[src/rtl/lpc_host_io_pkg.sv]
// Shared LPC host definitions: host state encodings, LAD nibble codes and response status codes.
package lpc_host_io_pkg;

  typedef enum logic [4:0] {
    ST_IDLE, ST_START, ST_CYCTYPE, ST_ADDR1, ST_ADDR2, ST_ADDR3, ST_ADDR4,
    ST_WDATA1, ST_WDATA2, ST_TAR1, ST_TAR2, ST_SYNC, ST_RDATA1, ST_RDATA2,
    ST_FTAR1, ST_FTAR2, ST_ABORT
  } host_state_e;

  localparam logic [3:0] LPC_START    = 4'h0;
  localparam logic [3:0] LPC_CT_IO_RD = 4'h0;
  localparam logic [3:0] LPC_CT_IO_WR = 4'h2;
  localparam logic [3:0] LPC_LAD_IDLE = 4'hF;

  localparam logic [3:0] SYNC_READY      = 4'h0;
  localparam logic [3:0] SYNC_SHORT_WAIT = 4'h5;
  localparam logic [3:0] SYNC_LONG_WAIT  = 4'h6;
  localparam logic [3:0] SYNC_ERROR      = 4'hA;
  localparam logic [3:0] SYNC_NONE       = 4'hF;

  localparam logic [1:0] RSP_OK    = 2'b00;
  localparam logic [1:0] RSP_ERR   = 2'b01;
  localparam logic [1:0] RSP_ABORT = 2'b10;

endpackage

[src/rtl/lpc_host_sync_mon.sv]
// SYNC decoder with saturating short/long wait counters; tells the host FSM to proceed or abort.
module lpc_host_sync_mon
  import lpc_host_io_pkg::*;
#(
  parameter int SYNC_TIMEOUT  = 8,
  parameter int LONG_WAIT_MAX = 1024
) (
  input  logic       clk_i,
  input  logic       nrst_i,
  input  logic       en_i,
  input  logic [3:0] lad_i,
  output logic       go_o,
  output logic       err_o,
  output logic       abort_o
);

  localparam int SW = $clog2(SYNC_TIMEOUT + 1);
  localparam int LW = $clog2(LONG_WAIT_MAX + 1);
  localparam logic [SW-1:0] SHORT_LIM  = SW'(SYNC_TIMEOUT);
  localparam logic [SW-1:0] SHORT_LAST = SW'(SYNC_TIMEOUT - 1);
  localparam logic [LW-1:0] LONG_LIM   = LW'(LONG_WAIT_MAX);
  localparam logic [LW-1:0] LONG_LAST  = LW'(LONG_WAIT_MAX - 1);

  logic [SW-1:0] short_q;
  logic [LW-1:0] long_q;
  logic          is_ready, is_err, is_short, is_long;

  // Abort fires on the sample that would bring a counter up to its limit.
  always_comb begin
    is_ready = (lad_i == SYNC_READY);
    is_err   = (lad_i == SYNC_ERROR);
    is_short = (lad_i == SYNC_SHORT_WAIT) || (lad_i == SYNC_NONE);
    is_long  = (lad_i == SYNC_LONG_WAIT);
    go_o     = en_i && (is_ready || is_err);
    err_o    = en_i && is_err;
    abort_o  = en_i && ((is_short && (short_q >= SHORT_LAST)) ||
                        (is_long && (long_q >= LONG_LAST)) ||
                        !(is_ready || is_err || is_short || is_long));
  end

  always_ff @(posedge clk_i or negedge nrst_i) begin
    if (!nrst_i) begin
      short_q <= '0;
      long_q  <= '0;
    end else if (!en_i) begin
      short_q <= '0;
      long_q  <= '0;
    end else begin
      if (is_short && (short_q != SHORT_LIM)) short_q <= short_q + 1'b1;
      if (is_long && (long_q != LONG_LIM))    long_q  <= long_q + 1'b1;
    end
  end

endmodule

[src/rtl/lpc_host_io.sv]
// LPC host initiator for single-byte I/O read/write cycles with SYNC wait handling and abort.
//
// state    | meaning
// IDLE     | bus released, ready for a request
// START    | LFRAME# low, LAD=0
// CYCTYPE  | I/O read/write cycle type nibble
// ADDR1..4 | address nibbles, MSN first
// WDATA1/2 | write data nibbles, LSN first
// TAR1/2   | turnaround to peripheral
// SYNC     | wait for peripheral SYNC
// RDATA1/2 | capture read data nibbles
// FTAR1/2  | final turnaround, then respond
// ABORT    | LFRAME# low, LAD=F for ABORT_CLKS cycles
module lpc_host_io
  import lpc_host_io_pkg::*;
#(
  parameter int SYNC_TIMEOUT  = 8,
  parameter int LONG_WAIT_MAX = 1024,
  parameter int ABORT_CLKS    = 4
) (
  input  logic        clk_i,
  input  logic        nrst_i,
  input  logic        req_valid_i,
  output logic        req_ready_o,
  input  logic        req_write_i,
  input  logic [15:0] req_addr_i,
  input  logic [7:0]  req_wdata_i,
  output logic        rsp_valid_o,
  output logic [7:0]  rsp_rdata_o,
  output logic [1:0]  rsp_status_o,
  output logic        lframe_o,
  output logic [3:0]  lad_o,
  output logic        lad_oe_o,
  input  logic [3:0]  lad_i,
  output logic        busy_o
);

  localparam int AW = $clog2(ABORT_CLKS + 1);
  localparam logic [AW-1:0] ABORT_LOAD = AW'(ABORT_CLKS - 1);

  host_state_e   state_q, state_d;
  logic          wr_q, err_q;
  logic [15:0]   addr_q;
  logic [7:0]    wdata_q, rdata_q;
  logic [AW-1:0] abort_cnt_q;
  logic          sync_go, sync_err, sync_abort;
  logic          lframe_d, oe_d;
  logic [3:0]    lad_d;

  assign req_ready_o = (state_q == ST_IDLE) && nrst_i;

  lpc_host_sync_mon #(
    .SYNC_TIMEOUT (SYNC_TIMEOUT),
    .LONG_WAIT_MAX(LONG_WAIT_MAX)
  ) u_sync_mon (
    .clk_i  (clk_i),
    .nrst_i (nrst_i),
    .en_i   (state_q == ST_SYNC),
    .lad_i  (lad_i),
    .go_o   (sync_go),
    .err_o  (sync_err),
    .abort_o(sync_abort)
  );

  always_comb begin
    state_d = state_q;
    case (state_q)
      ST_IDLE:    if (req_valid_i && req_ready_o) state_d = ST_START;
      ST_START:   state_d = ST_CYCTYPE;
      ST_CYCTYPE: state_d = ST_ADDR1;
      ST_ADDR1:   state_d = ST_ADDR2;
      ST_ADDR2:   state_d = ST_ADDR3;
      ST_ADDR3:   state_d = ST_ADDR4;
      ST_ADDR4:   state_d = wr_q ? ST_WDATA1 : ST_TAR1;
      ST_WDATA1:  state_d = ST_WDATA2;
      ST_WDATA2:  state_d = ST_TAR1;
      ST_TAR1:    state_d = ST_TAR2;
      ST_TAR2:    state_d = ST_SYNC;
      ST_SYNC: begin
        if (sync_abort)   state_d = ST_ABORT;
        else if (sync_go) state_d = wr_q ? ST_FTAR1 : ST_RDATA1;
      end
      ST_RDATA1:  state_d = ST_RDATA2;
      ST_RDATA2:  state_d = ST_FTAR1;
      ST_FTAR1:   state_d = ST_FTAR2;
      ST_FTAR2:   state_d = ST_IDLE;
      ST_ABORT:   if (abort_cnt_q == '0) state_d = ST_IDLE;
      default:    state_d = ST_IDLE;
    endcase
  end

  // Bus drive decoded from the next state so the pins are plain flops.
  always_comb begin
    lframe_d = 1'b1;
    oe_d     = 1'b0;
    lad_d    = LPC_LAD_IDLE;
    case (state_d)
      ST_START:   begin lframe_d = 1'b0; oe_d = 1'b1; lad_d = LPC_START; end
      ST_CYCTYPE: begin oe_d = 1'b1; lad_d = wr_q ? LPC_CT_IO_WR : LPC_CT_IO_RD; end
      ST_ADDR1:   begin oe_d = 1'b1; lad_d = addr_q[15:12]; end
      ST_ADDR2:   begin oe_d = 1'b1; lad_d = addr_q[11:8]; end
      ST_ADDR3:   begin oe_d = 1'b1; lad_d = addr_q[7:4]; end
      ST_ADDR4:   begin oe_d = 1'b1; lad_d = addr_q[3:0]; end
      ST_WDATA1:  begin oe_d = 1'b1; lad_d = wdata_q[3:0]; end
      ST_WDATA2:  begin oe_d = 1'b1; lad_d = wdata_q[7:4]; end
      ST_TAR1:    oe_d = 1'b1;
      ST_ABORT:   begin lframe_d = 1'b0; oe_d = 1'b1; end
      default:    ;
    endcase
  end

  always_ff @(posedge clk_i or negedge nrst_i) begin
    if (!nrst_i) begin
      state_q      <= ST_IDLE;
      lframe_o     <= 1'b1;
      lad_oe_o     <= 1'b0;
      lad_o        <= LPC_LAD_IDLE;
      busy_o       <= 1'b0;
      wr_q         <= 1'b0;
      err_q        <= 1'b0;
      addr_q       <= '0;
      wdata_q      <= '0;
      rdata_q      <= '0;
      abort_cnt_q  <= '0;
      rsp_valid_o  <= 1'b0;
      rsp_rdata_o  <= 8'h00;
      rsp_status_o <= RSP_OK;
    end else begin
      state_q  <= state_d;
      lframe_o <= lframe_d;
      lad_oe_o <= oe_d;
      lad_o    <= lad_d;
      busy_o   <= (state_d != ST_IDLE);

      if (state_q == ST_IDLE && state_d == ST_START) begin
        wr_q    <= req_write_i;
        addr_q  <= req_addr_i;
        wdata_q <= req_wdata_i;
        err_q   <= 1'b0;
      end
      if (state_q == ST_SYNC && sync_go && !sync_abort) err_q <= sync_err;
      if (state_q == ST_RDATA1) rdata_q[3:0] <= lad_i;
      if (state_q == ST_RDATA2) rdata_q[7:4] <= lad_i;

      if (state_q != ST_ABORT && state_d == ST_ABORT) abort_cnt_q <= ABORT_LOAD;
      else if (state_q == ST_ABORT && abort_cnt_q != '0) abort_cnt_q <= abort_cnt_q - 1'b1;

      rsp_valid_o <= 1'b0;
      if (state_q == ST_FTAR2) begin
        rsp_valid_o  <= 1'b1;
        rsp_status_o <= err_q ? RSP_ERR : RSP_OK;
        if (!wr_q) rsp_rdata_o <= rdata_q;
      end else if (state_q == ST_ABORT && state_d == ST_IDLE) begin
        rsp_valid_o  <= 1'b1;
        rsp_status_o <= RSP_ABORT;
        rsp_rdata_o  <= 8'hFF;
      end
    end
  end

endmodule

[config.mk]
export PLATFORM = sky130hd
export DESIGN_NAME = lpc_host_io
export DESIGN_NICKNAME = d
export VERILOG_FILES = /design/src/rtl/lpc_host_io_pkg.sv /design/src/rtl/lpc_host_sync_mon.sv /design/src/rtl/lpc_host_io.sv
export SDC_FILE = /design/constraint.sdc
export NUM_CORES = 1
export LEC_CHECK = 0
export ABC_AREA = 1
export CORE_MARGIN = 5
export CORE_UTILIZATION = 35
export DETAILED_ROUTE_END_ITERATION = 8
export HOLD_SLACK_MARGIN = 0.06
export PLACE_DENSITY = 0.65
export SYNTH_ARGS = -nofsm -noshare
export SYNTH_HDL_FRONTEND = slang
export SYNTH_SLANG_ARGS = --single-unit
[constraint.sdc]
create_clock -name clk_i -period 1.7 [get_ports clk_i]
set_clock_uncertainty 0.05 [all_clocks]
set_input_delay 0.34 -clock clk_i [delete_from_list [all_inputs] [get_ports clk_i]]
set_output_delay 0.34 -clock clk_i [all_outputs]
set_load 0.02 [all_outputs]
* Yosys cells after proc, flatten, opt, wreduce, memory -nomap -nowiden
Index checks and enable logic that the tools add are counted.
** Storage, ports and cells
- Bits of input ports :: 32
- Output and inout port bits :: 19
- Word-level logic and storage cells :: 120
- Register bits after elaboration :: 75
** Cells by class
- Muxes and demuxes :: 27
- Order comparisons :: 2
- Reductions and logical operators :: 35
- Eq/ne operators :: 36
- $add $sub $neg :: 3
** Operators by type and width (count)
- 5-bit one-hot mux with 16 select lines :: 1
- 5-bit by 4-bit == test with 1-bit output (second input constant) :: 10
- 5-bit by 3-bit == test with 1-bit output (second input constant) :: 8
- 4-bit one-hot mux with 8 select lines :: 1
- 8-bit two-way mux :: 3
- 11-bit two-way mux :: 2
- 5-bit by 2-bit == test with 1-bit output (second input constant) :: 4
- 5-bit two-way mux :: 4
- 1-bit logical AND :: 15
- 4-bit two-way mux :: 3
- 11-bit by 1-bit adder with 11-bit output (second input constant) :: 1
- 11-bit by 10-bit >= comparator with 1-bit output (second input constant) :: 1
- 11-bit inequality test (second input constant) :: 1
- 5-bit by 1-bit == test with 1-bit output (second input constant) :: 2
- 5-bit == test (second input constant) :: 2
- 5-bit zero test :: 2
- 10-bit OR reduction :: 1
- 4-bit by 3-bit == test with 1-bit output (second input constant) :: 2
- 4-bit == test (second input constant) :: 2
- 2-bit two-way mux :: 4
- 1-bit two-way mux :: 7
- 1-bit logical OR :: 6
- 3-bit two-way mux :: 2
- 2-bit inequality test (second input constant) :: 3
- 13 further kinds :: 16

* Depth between registers and ports, before layout
Gate-level depths: netlist of run 1.
- Depth in word-level cells :: 13
- Depth in mapped cells :: 15
- Gate-level depth less buffers :: 15

* Hierarchy
From an unflattened synthesis of run 1, not the netlist that was laid out.
** Unflattened totals
- Cells, all modules :: 493
- Area, all modules :: 3920.0 um^2
** Modules (own cells, without submodules)
- lpc_host_io :: seq. area each 1507.7 um^2, cells each 342, area an instance 2851.5 um^2, instances 1
- lpc_host_sync_mon :: seq. area each 375.4 um^2, cells each 151, area an instance 1068.5 um^2, instances 1

* Worst setup path before layout of run 1
No wires, ideal clock.
- Kind :: reg2reg
- Start point :: register u_sync_mon.short_q[0]
- End point :: register rsp_rdata_o[1]
- Setup slack :: -0.121 ns
- Data required time :: 1.533 ns
- Data arrival time :: 1.653 ns
- Period minus slack after synthesis :: 1.821 ns
- Library setup time :: 0.117 ns
- Buffers on the path :: 1
- Stages on the path, launching flop included :: 13
- Cells stage by stage :: dfrtp_1 ha_1 a21oi_1 nand4_1 nand2_1 nand2_1 nand2_1 nand2_1 nor2_2 nand3_2 buf_6 nand3_1 nand2_1
** On the way
- Cells in the longest elaborated chain, start to end :: 11
** Ends and longest elaborated chain
- from (decl) :: line lpc_host_sync_mon.sv:24 : logic [SW-1:0] short_q;
- from (signal assigned) :: line lpc_host_sync_mon.sv:49 : if (is_short && (short_q != SHORT_LIM)) short_q <= short_q + 1'b1;
- 4-bit by 3-bit >= comparator with 1-bit output :: line lpc_host_sync_mon.sv:36 : abort_o = en_i && ((is_short && (short_q >= SHORT_LAST)) ||
- 1-bit logical AND :: line lpc_host_sync_mon.sv:36
- 1-bit logical OR :: line lpc_host_sync_mon.sv:36
- 1-bit logical OR :: line lpc_host_sync_mon.sv:37 : (is_long && (long_q >= LONG_LAST)) ||
- 1-bit logical AND :: line lpc_host_sync_mon.sv:36
- 5-bit two-way mux :: line lpc_host_io.sv:80 : if (sync_abort) state_d = ST_ABORT;
- 5-bit one-hot mux with 16 select lines :: line lpc_host_io.sv:67 : case (state_q)
- net state_d[4] :: line lpc_host_io.sv:41 : host_state_e state_q, state_d;
- 5-bit zero test :: line lpc_host_io.sv:153 : end else if (state_q == ST_ABORT && state_d == ST_IDLE) begin
- 1-bit logical AND :: line lpc_host_io.sv:153
- 2-bit nonzero test (no source line)
- 2-bit AND reduction (no source line)
- to (signal assigned) :: line lpc_host_io.sv:152 : if (!wr_q) rsp_rdata_o <= rdata_q;
- to (decl) :: line lpc_host_io.sv:29 : output logic [7:0] rsp_rdata_o,
The timed path passes the listed nets, and every way through them passes these cells.
A chain may end at the register's enable or synchronous reset.

* Worst setup path in the final report of run 1
- Start point :: register state_q[3]
- End point :: register rsp_rdata_o[0]
** On the way
- Cells in the longest elaborated chain, start to end :: 9
- Elaborated cells on any way between the ends :: 32
- Those cells by class :: eq/ne: 17; mux: 6; reduce/logical: 9
** Ends and longest elaborated chain
- from (decl) :: line lpc_host_io.sv:41
- from (signal assigned) :: line lpc_host_io.sv:129 : state_q <= state_d;
- 5-bit by 4-bit == test with 1-bit output or 5-bit zero test (tied branches) :: line lpc_host_io.sv:58, lpc_host_io.sv:67, lpc_host_io.sv:50
- 1-bit logical AND, on equally long branches :: line lpc_host_sync_mon.sv:34, lpc_host_io.sv:50
- 5-bit two-way mux or 1-bit logical AND (tied branches) :: line lpc_host_io.sv:81, lpc_host_io.sv:68
- 5-bit two-way mux, on equally long branches :: line lpc_host_io.sv:80, lpc_host_io.sv:68
- 5-bit one-hot mux with 16 select lines :: line lpc_host_io.sv:67
- 5-bit zero test :: line lpc_host_io.sv:153
- 1-bit logical AND :: line lpc_host_io.sv:153
- 2-bit nonzero test (no source line)
- 2-bit AND reduction (no source line)
Parallel ways exist; a longest one is shown, timed or not.

==> impl_metrics.py, run 1 <==
metrics = {
    "finish": {
        "post-route-cell-area_um2": 5570,
        "fill_cells": 893,
        "area_growth_from_synthesis_to_layout_pct": 54.5,
        "finalNonFillerCells": 733,
        "design.final.nets": 630,
        "antenna_cells": 0,
        "final_layout_size_suffix_gt1_share_pct": 34.5,
    },
    "logic_synthesis": {
        "proportion_of_synthesized_chip_area_in_sequential_cells_pct": 52.2,
        "synth.area.top_cells": "sky130_fd_sc_hd__dfrtp_1 (49%), sky130_fd_sc_hd__nand2_1 (16%), sky130_fd_sc_hd__nand3_1 (5.0%)",
        "yosys.area.top_type": "sky130_fd_sc_hd__dfrtp_1",
        "count_of_unique_library_cells_instantiated_by_yosys": 32,
        "post-synth-top-count-cell": "sky130_fd_sc_hd__nand2_1",
        "postSynthNetCount": 488,
        "postSynth.topFlopCell": "sky130_fd_sc_hd__dfrtp_1",
        "synth_cells": 450,
        "synth_edf_count": 0,
        "synthesis.area_per_instance_um2": 8.01,
        "yosys_warnings": 0,
        "synth.cells.most_frequent": "sky130_fd_sc_hd__nand2_1 (156), sky130_fd_sc_hd__dfrtp_1 (70), sky130_fd_sc_hd__inv_1 (45)",
        "synth_top_area_share_pct": 48.6,
        "postSynth.asyncResetShare_pct": 100,
        "ys_seq_elements": 75,
        "mappedNetlistArea_um2": 3600,
    },
    "worst_setup_path": {
        "buffering_stage_count_on_the_worst_path_with_inverters_included": 3,
        "worst-path-stages": 13,
        "cp.required_ns": 1.90,
        "reg2regPathDepth": 13,
        "worst_ep_arrival_time_ns": 2.08,
        "critPathSlowestCell": "sky130_fd_sc_hd__dfrtp_1",
        "worstSetupPathType": "reg2reg",
        "cp_cell_sequence": "buf_6 > inv_1 > nand2_2 > nor2_2 > nand2_1 > nand3_2 > nor2_4 > nand3_2 > nor2_4 > nand3_4 > buf_12 > nand3_1 > nand2_1",
        "cell_family_with_the_largest_share_of_critical_path_delay": "simple AND/OR/NAND/NOR gates",
        "critical-path-max-stage-delay_ns": 0.39,
        "setup.worst_path.start_class": "flip-flop",
        "critPathMaxFanout": 10,
        "worstSetupEndpointType": "flip-flop",
    },
    "floorplan": {
        "core_um2": 10200,
        "floorplan.die_area_um2": 12400,
        "rows": 37,
        "ios": 51,
        "die-height_um": 111,
        "initial_core_util_pct": 35.4,
        "floorplan.die.width_um": 111,
    },
    "timing": {
        "hold_viol_final": 0,
        "tightestPinTransition_ns": 0.940,
        "setup_ws_ns": -0.187,
        "rsz_0062_raised_after_global_routing": "yes",
        "setup-tns-final_ns": -2.60,
        "report.final.slew_viol_count": 0,
        "setup_viol": 21,
        "finalCriticalPeriod_ns": 1.89,
        "fin_crit_sh_pct": 111,
        "worst_slew_margin_rel_pct": 37.3,
        "fmax_mhz": 530,
    },
    "global_route": {
        "antenna_found_initial": 0,
        "groute.usage.overall_pct": 14.8,
        "grt_pass1_wl_um": 15400,
        "grt_max_degree": 76,
        "grt-ovfl-total": 0,
        "grt_pass1_vias": 3443,
    },
    "power_and_ir_drop": {
        "p_comb_share_pct": 43.3,
        "portion_of_total_power_attributed_to_sequential_cells_pct": 34.4,
        "switchingPower_uw": 2910,
        "p_sw_share_pct": 35.7,
        "total_power_uw": 8150,
        "internal_power_uw": 5240,
        "share_clk_of_total_power_pct": 22.3,
        "p_leak_uw": 0.00274,
        "power_per_cell_area_nw_per_um2": 1460,
        "peak_supply_drop_uv": 580,
    },
    "placement": {
        "hpwl_um": 6630,
        "placedInstanceArea_um2": 4880,
        "gp_congestion": 0.846,
        "place_inst": 704,
        "preCtsSetupSlack_ns": -0.662,
        "port_buffers": 50,
    },
    "clock_network": {
        "cts_hold_buf": 0,
        "clkSlewWorstSetupHoldPaths_ns": 0.08,
        "clock_tree.buffer_depth": 2,
        "cts_htree_levels": 3,
        "cts_tree": "yes",
        "clk_latency_ns": 0.35,
        "number_of_cts_inserted_buffers": 9,
        "ctsRootBufferMaster": "sky130_fd_sc_hd__clkbuf_8",
        "cts_num_sinks": 75,
    },
    "route": {
        "drt-wirelength-per-cell_um": 12.4,
        "drt-pass1-iter-count": 4,
        "vias": 3393,
        "routed_wirelength_um": 9120,
        "detail_route.iter0.violations": 213,
        "viasPerCell": 4.63,
        "ant_nets": 0,
        "drc_errors_left": 0,
    },
    "hold_path": {
        "hold_path_class": "in2async",
    },
    "outcome": {
        "failing_checks": "negative setup slack",
        "run_status": "finished with violations",
    },
    "run": {
        "timing.max_cap.violations": 0,
    },
}
cell families (layout without fill, tap and decap cells):
family	after synthesis	after routing	synth area share (%)
adder cells (fa/ha/maj)	6	6	2.08
flip-flops	75	75	52.2
AO/OA/AOI/OAI	55	55	9.06
AND/OR/NAND/NOR	254	254	30.0
buffers and inverters	59	206	6.39
XOR/XNOR	1	1	0.243
sequential cells by signal, indices dropped and copies added, names as in the netlist:
register / cells
abort_cnt_q: 3
lframe_o: 1
wdata_q: 8
u_sync_mon.short_q: 4
rdata_q: 8
busy_o: 1
u_sync_mon.long_q: 11
rsp_rdata_o: 8
rsp_status_o: 2
addr_q: 16
wr_q: 1
lad_o: 4
rsp_valid_o: 1
err_q: 1
state_q: 5
lad_oe_o: 1
final timing paths:
path / slack [ns] / start / end
max: -0.19 / state_q[3]$_DFF_PN0_ / rsp_rdata_o[0]$_DFFE_PN0P_
min: 0.20 / nrst_i / addr_q[15]$_DFFE_PN0P_
max reg2reg: -0.19 / state_q[3]$_DFF_PN0_ / rsp_rdata_o[0]$_DFFE_PN0P_
min reg2reg: 0.43 / addr_q[14]$_DFFE_PN0P_ / addr_q[14]$_DFFE_PN0P_
max in group asynchronous: 0.70 / nrst_i / state_q[4]$_DFF_PN0_
min in group clk_i: 0.43 / addr_q[14]$_DFFE_PN0P_ / addr_q[14]$_DFFE_PN0P_
worst register-to-register path, delay by kind of cell (launching register included):
kind / cells / cell delay (ns)
simple gates: 10 / 1.03
flops: 1 / 0.39
buf+inv: 3 / 0.33
metal layers:
layer / part of all wire, % / track usage, % / routed length [um] / vias to the layer above
met1: 44 / 18.0 / 4010 / 1596
met3: 3.4 / 3.48 / 309 / 11
met5: 0 / 0 / 0 / -
met4: 1.6 / 4.46 / 143 / 0
met2: 51 / 26.2 / 4650 / 47
li1: - / - / - / 1739
power groups by stage:
stage                     clock (uW)  sequential, uW  combinational [uW]
after floorplan                    0            2980                1340
after global placement             0            2800                2950
after detailed placement           0            2820                3010
after CTS                       1830            2800                3200
after global routing            1910            2880                3870
final                           1820            2800                3530
area by class of cell:
| type | instances | area [um^2] | area share, % |
|---|---|---|---|
| Timing Repair Buffer | 139 | 1210 | 21.8 |
| Clock buffer | 11 | 141 | 2.54 |
| Sequential cell | 75 | 1880 | 33.8 |
| Multi-Input combinational cell | 316 | 1840 | 33.0 |
| Tap cell | 136 | 170 | 3.06 |
| Clock inverter | 5 | 125 | 2.25 |
| Inverter | 51 | 196 | 3.53 |
metrics by stage:
step | hold slack [ns] | util, %
2_1_floorplan | -0.00559 | -
3_3_place_gp | 0.406 | 47.9
3_5_place_dp | 0.410 | 47.9
4_1_cts | 0.256 | 52.3
5_1_grt | 0.302 | 54.7
6_report | 0.197 | 54.7
cell usage in the layout (no fill, tap or decap), drive strengths merged, types with 13 or more instances in the layout:
cell type      count
nand2            158
buf               91
dfrtp             70
inv               51
nand3             37
nor2              37
clkdlybuf4s50     27
o21ai             27
dlygate4sd2       18
a21oi             13
repair_timing:
item                       4_1_cts  5_1_grt
setup buffers                    6        8
setup endpoints to repair       57       38
pin swaps                       16       18
resized for setup               66       53
Note: power is estimated with default switching activity, not from simulation.
==> inputs of run 2 (changes only) <==
Settings changed: CAP_MARGIN set to 15.
==> results of run 2 <==
Final layout, timing and power as in run 1 (identical DEF).
